--- src/rtl/hd_controller.sv ---
// Sector mover between a hard-disk word port and a memory word port.
// One command copies SECTOR_WORDS words HD->mem (OpHD=1) or mem->HD (OpHD=2), one per cycle.
module hd_controller #(
  parameter int unsigned DATA_W       = 32,
  parameter int unsigned SECTOR_WORDS = 32,
  parameter int unsigned SECT_W       = 8,
  parameter int unsigned MEM_AW       = 10
) (
  input  logic                                      clock,
  input  logic                                      reset,
  input  logic [1:0]                                OpHD,
  input  logic [SECT_W-1:0]                         setor,
  input  logic [MEM_AW-1:0]                         mem_base,
  output logic [SECT_W+$clog2(SECTOR_WORDS)-1:0]    hd_addr,
  input  logic [DATA_W-1:0]                         hd_rd_data,
  output logic                                      hd_wr_en,
  output logic [DATA_W-1:0]                         hd_wr_data,
  output logic [MEM_AW-1:0]                         mem_addr,
  input  logic [DATA_W-1:0]                         mem_rd_data,
  output logic                                      mem_wr_en,
  output logic [DATA_W-1:0]                         mem_wr_data,
  output logic                                      ocupado,
  output logic                                      pronto
);

  localparam int unsigned IdxW = $clog2(SECTOR_WORDS);
  localparam logic [IdxW-1:0] LastIdx = IdxW'(SECTOR_WORDS - 1);

  typedef enum logic [1:0] {StIdle, StXfer, StDrain, StDone} state_e;

  state_e              state;
  logic                op_wr;    // 1: mem->HD, 0: HD->mem
  logic [SECT_W-1:0]   setor_l;
  logic [MEM_AW-1:0]   base_l;
  logic [IdxW-1:0]     idx;      // index of the address issued this cycle
  logic [IdxW-1:0]     widx;     // index whose data arrives this cycle
  logic                wr_v;
  logic                wr_act;

  always_ff @(posedge clock) begin
    if (reset) begin
      state   <= StIdle;
      op_wr   <= 1'b0;
      setor_l <= '0;
      base_l  <= '0;
      idx     <= '0;
      widx    <= '0;
      wr_v    <= 1'b0;
    end else begin
      unique case (state)
        StIdle: begin
          wr_v <= 1'b0;
          if (OpHD == 2'd1 || OpHD == 2'd2) begin
            op_wr   <= (OpHD == 2'd2);
            setor_l <= setor;
            base_l  <= mem_base;
            idx     <= '0;
            state   <= StXfer;
          end
        end
        StXfer: begin
          widx <= idx;
          wr_v <= 1'b1;
          if (idx == LastIdx) state <= StDrain;
          else                idx   <= idx + IdxW'(1);
        end
        StDrain: begin
          wr_v  <= 1'b0;
          state <= StDone;
        end
        StDone: begin
          if (OpHD == 2'd0) state <= StIdle;
        end
        default: state <= StIdle;
      endcase
    end
  end

  assign wr_act  = ((state == StXfer) && wr_v) || (state == StDrain);
  assign ocupado = (state == StXfer) || (state == StDrain);
  assign pronto  = (state == StDone);

  // Read-side address and write-side address go to different ports, so they never collide.
  always_comb begin
    hd_addr     = '0;
    mem_addr    = '0;
    hd_wr_en    = 1'b0;
    mem_wr_en   = 1'b0;
    hd_wr_data  = '0;
    mem_wr_data = '0;
    if (state == StXfer) begin
      if (op_wr) mem_addr = base_l + MEM_AW'(idx);
      else       hd_addr  = {setor_l, idx};
    end
    if (wr_act) begin
      if (op_wr) begin
        hd_wr_en   = 1'b1;
        hd_addr    = {setor_l, widx};
        hd_wr_data = mem_rd_data;
      end else begin
        mem_wr_en   = 1'b1;
        mem_addr    = base_l + MEM_AW'(widx);
        mem_wr_data = hd_rd_data;
      end
    end
  end

endmodule

--- config.mk ---
export PLATFORM = sky130hd
export DESIGN_NAME = hd_controller
export DESIGN_NICKNAME = d
export VERILOG_FILES = /design/src/rtl/hd_controller.sv
export SDC_FILE = /design/constraint.sdc
export NUM_CORES = 1
export LEC_CHECK = 0
export CAP_MARGIN = 30
export CELL_PAD_IN_SITES_DETAIL_PLACEMENT = 1
export CELL_PAD_IN_SITES_GLOBAL_PLACEMENT = 2
export CORE_UTILIZATION = 19
export CTS_CLUSTER_DIAMETER = 200
export DETAILED_ROUTE_END_ITERATION = 16
export PLACE_DENSITY = 0.95
export SYNTH_ARGS = -nofsm -noshare
export SYNTH_HDL_FRONTEND = slang
export SYNTH_SLANG_ARGS = --single-unit
--- constraint.sdc ---
create_clock -name clock -period 4.9 [get_ports clock]
set_clock_uncertainty 0.15 [all_clocks]
set_input_delay 0.49 -clock clock [delete_from_list [all_inputs] [get_ports clock]]
set_output_delay 0.49 -clock clock [all_outputs]
set_load 0.01 [all_outputs]
==> summary.txt, run 1 <==
Run status
  • Status: finished clean

Final layout
  • Final core utilization: 35.9%
  • Post-layout nets: 603
  • Fillers: 1542
  • Design Area, Final: 4600 µm²
  • Share of cells above drive strength 1: 3.82%
  • Area growth syn-to-layout: 81.7%
  • Commonest non-fill, non-tap cell in the layout: clkdlybuf4s50_1
  • Final cell count without fillers: 669
  • Commonest non-fill, non-tap cells in the layout: clkdlybuf4s50_1 (176), and2_1 (66), nand2_1 (49)
  • N_diodes: 0

Synth
  • Netlist Area Pre-Place: 2530 µm²
  • Synth Flop Type: dfxtp_1
  • Post-synthesis cell count: 332
  • Post-synthesis cell type count: 47
  • Syn Nets: 439
  • Number of synthesized register bits: 32
  • Mean post-synth cell area: 7.63 µm²
  • EDFF count, synth: 0
  • Sequential area share after synthesis: 25.3%
  • Asr flop ratio synth: 0%
  • Yosys warns: 0

Floorplanning
  • Die span in y: 117 µm
  • Initial Util: 19.7%
  • Die Area: 13800 µm²
  • Die span in x: 117 µm
  • Ports: 177
  • Site row count: 41
  • Core area: 12800 µm²

Power and ir drop
  • Peak VDD IR: 184 µV
  • Pwr dens: 330 nW/µm²
  • Leak pwr: 1.75 nW
  • Total power: 0.00152 W

Global route
  • Largest net degree at the start of global routing: 41
  • Global route total overflow: 0
  • Initial antenna violation count: 0
  • Tot GR Track Use: 14.4%
  • Global-route wire length before repair: 16.0 mm
  • Vias in the first global route: 3131

Clock network
  • Worst-case clock buffer depth: 2
  • Num CTS Buffers: 5
  • # clock sinks: 32
  • Worst-Skew Late Latency: 0.27 ns
  • CTS clk-pin slew, worst paths: 0.05 ns
  • Root Driver: clkbuf_16
  • CTS tree: done
  • Postcts setup bufs: 0
  • Post_cts resized: 0
  • Hold_buf cts: 0
  • H-tree levels: 2

Worst setup path
  • Crit. End Element: output port
  • Crit path max fanout: 40
  • Worst reg-to-reg setup slack: 2.60 ns
  • FF-to-FF Start: state[1]
  • Critical path class: register to output port
  • Required @ worst endpoint: 4.26 ns
  • Worst Reg2Reg Path Length in Cells: 7
  • Critical path arrival: 3.30 ns
  • Crit. Startpoint: state[1]
  • CP startpoint kind: register
  • R2r endpoint: idx[3]
  • Worst Setup EP: mem_addr[6]

Min path
  • Worst hold start: setor_l[0]
  • Worst hold path type: register to register
  • WHS Path Cells: 2

Drt
  • First-pass DRT Iterations: 4
  • Iter 0 DRT Violations: 91
  • DR vias/cell: 4.30
  • Wire per inst: 15.0 µm
  • Wirelength, routed: 10.1 mm
  • Final ANT Viol Nets: 0
  • Via count: 2879
  • DRC Markers: 0

Place
  • Dpl cells: 661
  • PortBufs: 176
  • HPWL after DPL: 8.14 mm
  • Final GP Congestion: 0.817
  • DP Area: 4420 µm²

STA
  • Fmax: 254 MHz
  • Setup TNS Final: 0 ns
  • Fin crit share: 80.5%
  • Hold Violations, Final: 0
  • Min Tclk post-route: 3.94 ns
  • Final setup violation count: 0
  • Worst-margin pin slew: 0.728 ns
  • Slew headroom: 51.5%
  • Max-slew violations: 0
  • RSZ-0062 raised after global routing: false

Job
  • Max cap viols: 0
## synth_stat cells (4+ instances only)
cell | number | share of area (%)
and2_1 | 66 | 16
nand2_1 | 49 | 7.3
dfxtp_1 | 32 | 25
a21oi_1 | 27 | 5.3
ha_1 | 19 | 9.4
nor2_1 | 16 | 2.4
inv_1 | 13 | 1.9
nor2b_1 | 12 | 3.0
clkbuf_1 | 11 | 1.6
mux2i_1 | 9 | 3.6
a22o_1 | 7 | 2.4
nand3_1 | 7 | 1.4
o21ai_0 | 6 | 1.2
buf_2 | 4 | 0.79
xnor2_1 | 4 | 1.4
xor2_1 | 4 | 1.4
## where the power goes
part | total [W] | switching, W | leakage [nW] | internal (W)
sequential | 0.000363 | 0.0000556 | 0.261 | 0.000307
combinational | 0.000782 | 0.000388 | 1.40 | 0.000394
clock | 0.000374 | 0.000107 | 0.0901 | 0.000267
## worst max-delay path, stage by stage (launching register included)
cell	delay, ns
dfxtp_1	0.35
inv_1	0.10
ha_1	0.63
a21oi_2	0.13
or2_1	0.37
inv_2	0.45
a22oi_1	0.18
mux2i_1	0.22
clkdlybuf4s50_1	0.58
## worst min-delay path by stage
stage,endpoint,slack (ns)
floorplan,setor_l[0],0.28
global placement,setor_l[2],0.29
detailed placement,setor_l[1],0.30
CTS,setor_l[1],0.31
global route,setor_l[1],0.32
finish,setor_l[0],0.30
## flip-flops by register name (all words and copies together) (netlist names)
signal,count
op_wr,1
base_l,10
wr_v,1
state,2
widx,5
idx,5
setor_l,8
## metal layers
layer	track usage, %	share of wire, %	wire length, µm	vias up
li1	-	-	-	1432
met1	16.4	42	4180	1382
met2	28.0	54	5450	59
met3	2.03	3.3	334	6
met4	3.29	0.98	99	0
met5	0	0	0	-
## kinds of logic after synthesis
logic type	Yosys count	synth area share (%)
adder cells (fa/ha/maj)	21	11.0
buffers and inverters	35	6.37
multiplexers	10	4.00
flip-flops	32	25.3
AO/OA/AOI/OAI	68	18.3
AND/OR/NAND/NOR	158	32.3
XOR/XNOR	8	2.77
## through the flow
stage	setup WS, ns	hold slack (ns)
after detailed placement	1.24	0.299
final	0.958	0.304
after CTS	0.911	0.308
after floorplan	2.50	0.282
after global placement	1.44	0.290
after global routing	0.727	0.324
## area by class of cell
type / instances / area, µm² / share of cell area [%]
Timing Repair Buffer: 178 / 1780 / 38.6
Multi-Input combinational cell: 265 / 1730 / 37.7
Sequential cell: 32 / 641 / 13.9
Tap cell: 172 / 215 / 4.68
Clock buffer: 7 / 153 / 3.32
Inverter: 14 / 52.6 / 1.14
Clock inverter: 1 / 30.0 / 0.653
Note: power is estimated with default switching activity, not from simulation.
==> run 2: changes to the inputs <==
--- a/config.mk
+++ b/config.mk
@@ -8,10 +8,10 @@
 export CAP_MARGIN = 30
 export CELL_PAD_IN_SITES_DETAIL_PLACEMENT = 1
 export CELL_PAD_IN_SITES_GLOBAL_PLACEMENT = 2
-export CORE_UTILIZATION = 19
+export CORE_UTILIZATION = 16
 export CTS_CLUSTER_DIAMETER = 200
 export DETAILED_ROUTE_END_ITERATION = 16
-export PLACE_DENSITY = 0.95
+export PLACE_DENSITY = 0.9
 export SYNTH_ARGS = -nofsm -noshare
 export SYNTH_HDL_FRONTEND = slang
 export SYNTH_SLANG_ARGS = --single-unit
==> constraint.sdc (replaced) <==
create_clock -name clock -period 3.4 [get_ports clock]
set_clock_uncertainty 0.15 [all_clocks]
set_input_delay 0.34 -clock clock [delete_from_list [all_inputs] [get_ports clock]]
set_output_delay 0.34 -clock clock [all_outputs]
set_load 0.01 [all_outputs]
==> run 2 against run 1 <==
Critical path depth decreased by 1. Routed wire length grew 2.7%. Utilization fell by 5.3 points. Die area increased by 18%. Critical path type unchanged. Largest cell class unchanged.
==> summary.txt, run 2 (synthesized netlist as in run 1, its figures left out) <==
STA
  • Fmax: 312 MHz
  • Setup TNS Final: 0 ns (unchanged)
  • Final setup violation count: 0 (unchanged)
  • Hold Violations, Final: 0 (unchanged)
  • Max-slew violations: 0 (unchanged)
  • Slew headroom: 49.4% (-2.0 points)
  • RSZ-0062 raised after global routing: false
  • Worst-margin pin slew: 0.756 ns (+0.0278 ns)
  • Fin crit share: 94.2%
  • Min Tclk post-route: 3.20 ns

Drt
  • Wire per inst: 14.5 µm (-3.5%)
  • M1 WL: 4.30 mm (+2.9%)
  • Final ANT Viol Nets: 0 (unchanged)
  • Metal2 WL: 5.58 mm (+2.4%)
  • Top sig layer: met4
  • Wirelength, routed: 10.3 mm (+2.7%)
  • Met3 WL post-DR: 415 µm (+24%)
  • First-pass DRT Iterations: 4 (unchanged)
  • DR vias/cell: 4.09 (-5.0%)
  • Via count: 2912 (+1.1%)
  • Iter 0 DRT Violations: 70 (-23%)
  • DRC Markers: 0 (unchanged)

Clock network
  • Worst-case clock buffer depth: 2 (unchanged)
  • Hold_buf cts: 0 (unchanged)
  • # clock sinks: 32 (unchanged)
  • Root Driver: clkbuf_16
  • Num CTS Buffers: 5 (unchanged)
  • CTS tree: done
  • Worst-Skew Late Latency: 0.27 ns (about the same)
  • CTS clk-pin slew, worst paths: 0.05 ns (about the same)
  • H-tree levels: 2 (unchanged)

Floorplanning
  • Core area: 15300 µm² (+19%)
  • Ports: 177 (unchanged)
  • Site row count: 45 (+9.8%)
  • Die span in x: 128 µm (+8.8%)
  • Die span in y: 128 µm (+8.8%)
  • Die Area: 16300 µm² (+18%)
  • Initial Util: 16.5% (-3.2 points)

Global route
  • Initial antenna violation count: 0 (unchanged)
  • Vias in the first global route: 3058 (-2.3%)
  • Global-route wire length before repair: 16.0 mm (-0.12%)
  • Largest net degree at the start of global routing: 39 (-4.9%)
  • Tot GR Track Use: 12.4% (-2.1 points)
  • Global route total overflow: 0 (unchanged)

Worst setup path
  • Crit. End Element: output port
  • CP startpoint kind: register
  • Crit path max fanout: 3 (-93%)
  • Required @ worst endpoint: 2.91 ns (-1.35 ns)
  • Critical path arrival: 2.71 ns (-0.59 ns)
  • Worst Reg2Reg Path Length in Cells: 7 (unchanged)
  • Critical path class: register to output port

Place
  • HPWL after DPL: 8.53 mm (+4.8%)
  • Final GP Congestion: 0.790 (-3.3%)
  • DP Area: 4500 µm² (+1.8%)
  • PortBufs: 176 (unchanged)

Run status
  • Status: finished clean

Final layout
  • Post-layout nets: 607 (+0.66%)
  • Design Area, Final: 4680 µm² (+1.8%)
  • Commonest non-fill, non-tap cell in the layout: clkdlybuf4s50_1
  • Commonest non-fill, non-tap cells in the layout: clkdlybuf4s50_1 (176), and2_1 (66), nand2_1 (49)
  • N_diodes: 0 (unchanged)
  • Share of cells above drive strength 1: 4.99% (+1.2 points)
  • Largest Register: base_l
  • Max reg flops: 10 (unchanged)
  • Largest regs: base_l x10, setor_l x8
  • Area growth syn-to-layout: 84.9%

Power and ir drop
  • Pwr dens: 478 nW/µm² (+45%)
  • Leak pwr: 1.78 nW (+1.3%)
  • Peak VDD IR: 261 µV (+42%)

Job
  • Max cap viols: 0 (unchanged)

Min path
  • WHS Path Cells: 2 (unchanged)
  • Worst hold path type: register to register
## run 2: cell count changes in the layout (fill, tap and decap cells not counted), sizes merged
cell	before	now
buf	2	6
## run 2: through the flow
step / worst slack, ns / hold slack [ns] / std cells / power (W) / utilization (%)
3_3_place_gp: 0.455 / 0.289 / 704 / 0.00167 / 29.4
5_1_grt: 0.0318 / 0.331 / 712 / 0.00240 / 30.6
4_1_cts: 0.0625 / 0.306 / 712 / 0.00228 / 30.6
6_report: 0.198 / 0.303 / 712 / 0.00224 / 30.6
2_1_floorplan: 1.15 / 0.282 / 332 / 0.00116 / -
3_5_place_dp: 0.383 / 0.297 / 704 / 0.00172 / 29.4
## run 2: layout make-up
type / instances / area (µm²)
Clock inverter: 1 / 30.0
Sequential cell: 32 / 642
Clock buffer: 7 / 153
Timing Repair Buffer: 182 / 1810
Inverter: 14 / 52.6
Fill cell: 1839 / 10600
Multi-Input combinational cell: 265 / 1740
Tap cell: 211 / 264
## run 2: worst paths after layout
kind | slack (ns) | endpoint | start
setup / recovery | 0.20 | mem_addr[8] | base_l[0]
hold / removal | 0.30 | setor_l[2] | setor_l[2]
setup reg to reg | 1.15 | idx[3] | idx[1]
hold reg to reg | 0.30 | setor_l[2] | setor_l[2]
## run 2: where the power goes
group | internal (W) | leakage [nW] | switching (W) | total [W]
combinational | 0.000597 | 1.43 | 0.000581 | 0.00118
sequential | 0.000444 | 0.262 | 0.0000786 | 0.000522
clock | 0.000385 | 0.0901 | 0.000154 | 0.000539
total | 0.00143 | 1.78 | 0.000813 | 0.00224
## run 2: timing repair
action                                  CTS  global route
setup buffers                             0             0
endpoints found under the setup margin    0             4
resized for setup                         0             2
## run 2: metal layers
metal / track usage (%) / up-vias
li1: - / 1442
met1: 14.7 / 1406
met2: 23.2 / 59
met3: 2.42 / 5
met4: 1.66 / 0
met5: 0 / -
## run 2: worst max-delay path: stages (launching register included)
cell and delay, ns:
dfxtp_1 0.32, ha_1 0.24, fa_1 0.42, a21oi_1 0.20, o211ai_1 0.18, a311o_1 0.38
o211ai_1 0.10, clkdlybuf4s50_1 0.60
==> run 3: changes to the inputs <==
==> constraint.sdc (replaced) <==
create_clock -name clock -period 3.4 [get_ports clock]
set_clock_uncertainty 0.15 [all_clocks]
set_input_delay 0.34 -clock clock [delete_from_list [all_inputs] [get_ports clock]]
set_output_delay 0.34 -clock clock [all_outputs]
set_load 0.1 [all_outputs]
==> run 3 against run 2 <==
Total power increased by 57%. Sequential share of layout area shrank 2.0 points. Non-clock buffer count is 2 lower. Combinational power is 120% higher. Utilization grew 5.2 points.
==> summary.txt, run 3 (synthesized netlist as in run 1, its figures left out) <==
Final layout
  • Largest regs: base_l x10, setor_l x8
  • Area growth syn-to-layout: 117%
  • Final cell count without fillers: 710 (-0.28%)
  • Commonest non-fill, non-tap cells in the layout: buf_12 (86), clkdlybuf4s50_1 (85), and2_1 (66)
  • FF+latch area: 642 µm² (unchanged)
  • Share of cells above drive strength 1: 22.8% (+18 points)
  • Area of the multi-input gates: 1740 µm² (unchanged)
  • Max reg flops: 10 (unchanged)
  • Fillers: 1747 (-5.0%)
  • N_diodes: 0 (unchanged)
  • Largest Register: base_l
  • Commonest non-fill, non-tap cell in the layout: buf_12
  • Post-layout nets: 605 (-0.33%)

Power and ir drop
  • Internal cell power: 0.00159 W (+11%)
  • Reg power frac: 14.9% (-8.4 points)
  • Logic pwr share: 72.5% (+20 points)
  • Clock Power Share: 12.7% (-11 points)
  • Total power: 0.00351 W (+57%)
  • Net Sw Frac: 54.8% (+18 points)
  • P_sw: 0.00192 W (+140%)
  • Pwr dens: 640 nW/µm² (+34%)
  • Leak pwr: 2.17 nW (+22%)
  • Peak VDD IR: 326 µV (+25%)

STA
  • Hold WS: 0.306 ns (+0.00296 ns)
  • RSZ-0062 raised after global routing: false
  • Fmax: 318 MHz (+1.7%)
  • Slew headroom: 50.1% (+0.63 points)
  • Final setup violation count: 0 (unchanged)
  • Min Tclk post-route: 3.15 ns (-0.0527 ns)
  • Hold Violations, Final: 0 (unchanged)
  • Worst-margin pin slew: 0.746 ns (-0.00938 ns)
  • Fin crit share: 92.6% (-1.5 points)
  • Max-slew violations: 0 (unchanged)

Clock network
  • Postcts setup bufs: 0 (unchanged)
  • Hold_buf cts: 0 (unchanged)
  • Worst-case clock buffer depth: 2 (unchanged)
  • Post_cts resized: 0 (unchanged)
  • Root Driver: clkbuf_16
  • H-tree levels: 2 (unchanged)
  • Num CTS Buffers: 5 (unchanged)
  • CTS clk-pin slew, worst paths: 0.05 ns (about the same)
  • CTS tree: done
  • # clock sinks: 32 (unchanged)
  • Worst-Skew Late Latency: 0.27 ns (about the same)

Place
  • Final GP Congestion: 0.766 (-3.1%)
  • Dpl cells: 702 (-0.28%)
  • HPWL after DPL: 8.72 mm (+2.3%)
  • PortBufs: 176 (unchanged)

Worst setup path
  • Critical path class: register to output port
  • Required @ worst endpoint: 2.91 ns (about the same)
  • Critical-path cell list: inv_1 > ha_1 > a21oi_2 > or2_1 > inv_2 > a22o_1 > a221o_1 > buf_12
  • Critical path arrival: 2.66 ns (-0.05 ns)
  • Crit path max fanout: 40 (+37)
  • CP max stage cell: dfxtp_1
  • CP startpoint kind: register
  • Crit path largest cell delay: 0.41 ns (-0.19 ns)
  • Crit. End Element: output port

Drt
  • DRC Markers: 0 (unchanged)
  • Final ANT Viol Nets: 0 (unchanged)
  • Wirelength, routed: 10.4 mm (+0.72%)
  • Via count: 2903 (-0.31%)
  • First-pass DRT Iterations: 4 (unchanged)
  • DR vias/cell: 4.09 (about the same)
  • Iter 0 DRT Violations: 58 (-17%)
  • Wire per inst: 14.7 µm (+1.0%)

Floorplanning
  • Initial Util: 16.5% (unchanged)
  • Die span in x: 128 µm (unchanged)
  • Core area: 15300 µm² (unchanged)
  • Site row count: 45 (unchanged)
  • Die span in y: 128 µm (unchanged)
  • Die Area: 16300 µm² (unchanged)
  • Ports: 177 (unchanged)

Global route
  • Largest net degree at the start of global routing: 41 (+5.1%)
  • Global-route wire length before repair: 16.3 mm (+1.7%)
  • Initial antenna violation count: 0 (unchanged)
  • Global route total overflow: 0 (unchanged)
  • Tot GR Track Use: 12.6% (+0.28 points)
  • Vias in the first global route: 3056 (-0.065%)

Job
  • Max cap viols: 0 (unchanged)

Run status
  • Status: finished clean

Min path
  • Worst hold path type: register to register
-- run 3: changes by cell type in the layout (fill, tap and decap cells not counted) --
| cell | previous run | this run |
|---|---|---|
| clkinv_2 | 0 | 2 |
| or2_1 | 0 | 1 |
| o21ai_0 | 6 | 5 |
| o21ai_1 | 1 | 2 |
| buf_4 | 6 | 9 |
| or2_4 | 1 | 0 |
| clkdlybuf4s50_1 | 176 | 85 |
| buf_12 | 0 | 86 |
| bufinv_16 | 1 | 0 |
| clkbuf_8 | 2 | 1 |
| ha_1 | 19 | 18 |
| ha_2 | 0 | 1 |
-- run 3: path summary, 6_finish.rpt --
kind	depth (start not counted)	slack, ns	to	start
setup / recovery	8	0.25	mem_addr[9]	state[1]
setup reg to reg	7	1.22	state[1]	idx[1]
hold reg to reg	2	0.31	setor_l[2]	setor_l[2]
hold / removal	2	0.31	setor_l[2]	setor_l[2]
-- run 3: worst max-delay path: cells and delay by family (launching register included) --
kind / cells / cell delay [ns]
flip-flops: 1 / 0.41
adder cells (fa/ha/maj): 1 / 0.21
buffers and inverters: 3 / 0.60
AND/OR/NAND/NOR: 1 / 0.32
AO/OA/AOI/OAI: 3 / 0.82
-- run 3: stage by stage --
stage	utilization (%)	setup TNS, ns	worst slack (ns)	cell area (µm²)
floorplan	-	-0.0697	-0.0477	2540
global placement	34.8	0	0.634	5330
detailed placement	34.8	0	0.539	5330
CTS	35.8	0	0.233	5480
global route	35.8	0	0.0647	5480
finish	35.8	0	0.251	5480
-- run 3: power groups by stage --
stage	logic, W	registers, W	clock network [W]
floorplan	0.00171	0.000492	0
global placement	0.00251	0.000521	0
detailed placement	0.00256	0.000528	0
CTS	0.00256	0.000520	0.000457
global route	0.00265	0.000533	0.000479
finish	0.00254	0.000521	0.000444
-- run 3: area by class of cell --
class / count / area share [%]
clock buffer: 6 / 2.53
clock inverter: 2 / 0.183
inverter: 14 / 0.958
multi-input combinational: 265 / 31.7
sequential: 32 / 11.7
tap: 211 / 4.82
timing repair buffer: 180 / 48.2
-- run 3: metal layers --
layer	global-route usage, %	routed length, µm
met5	0	0
met4	2.49	67
met3	2.59	433
met1	14.6	4180
met2	23.8	5740
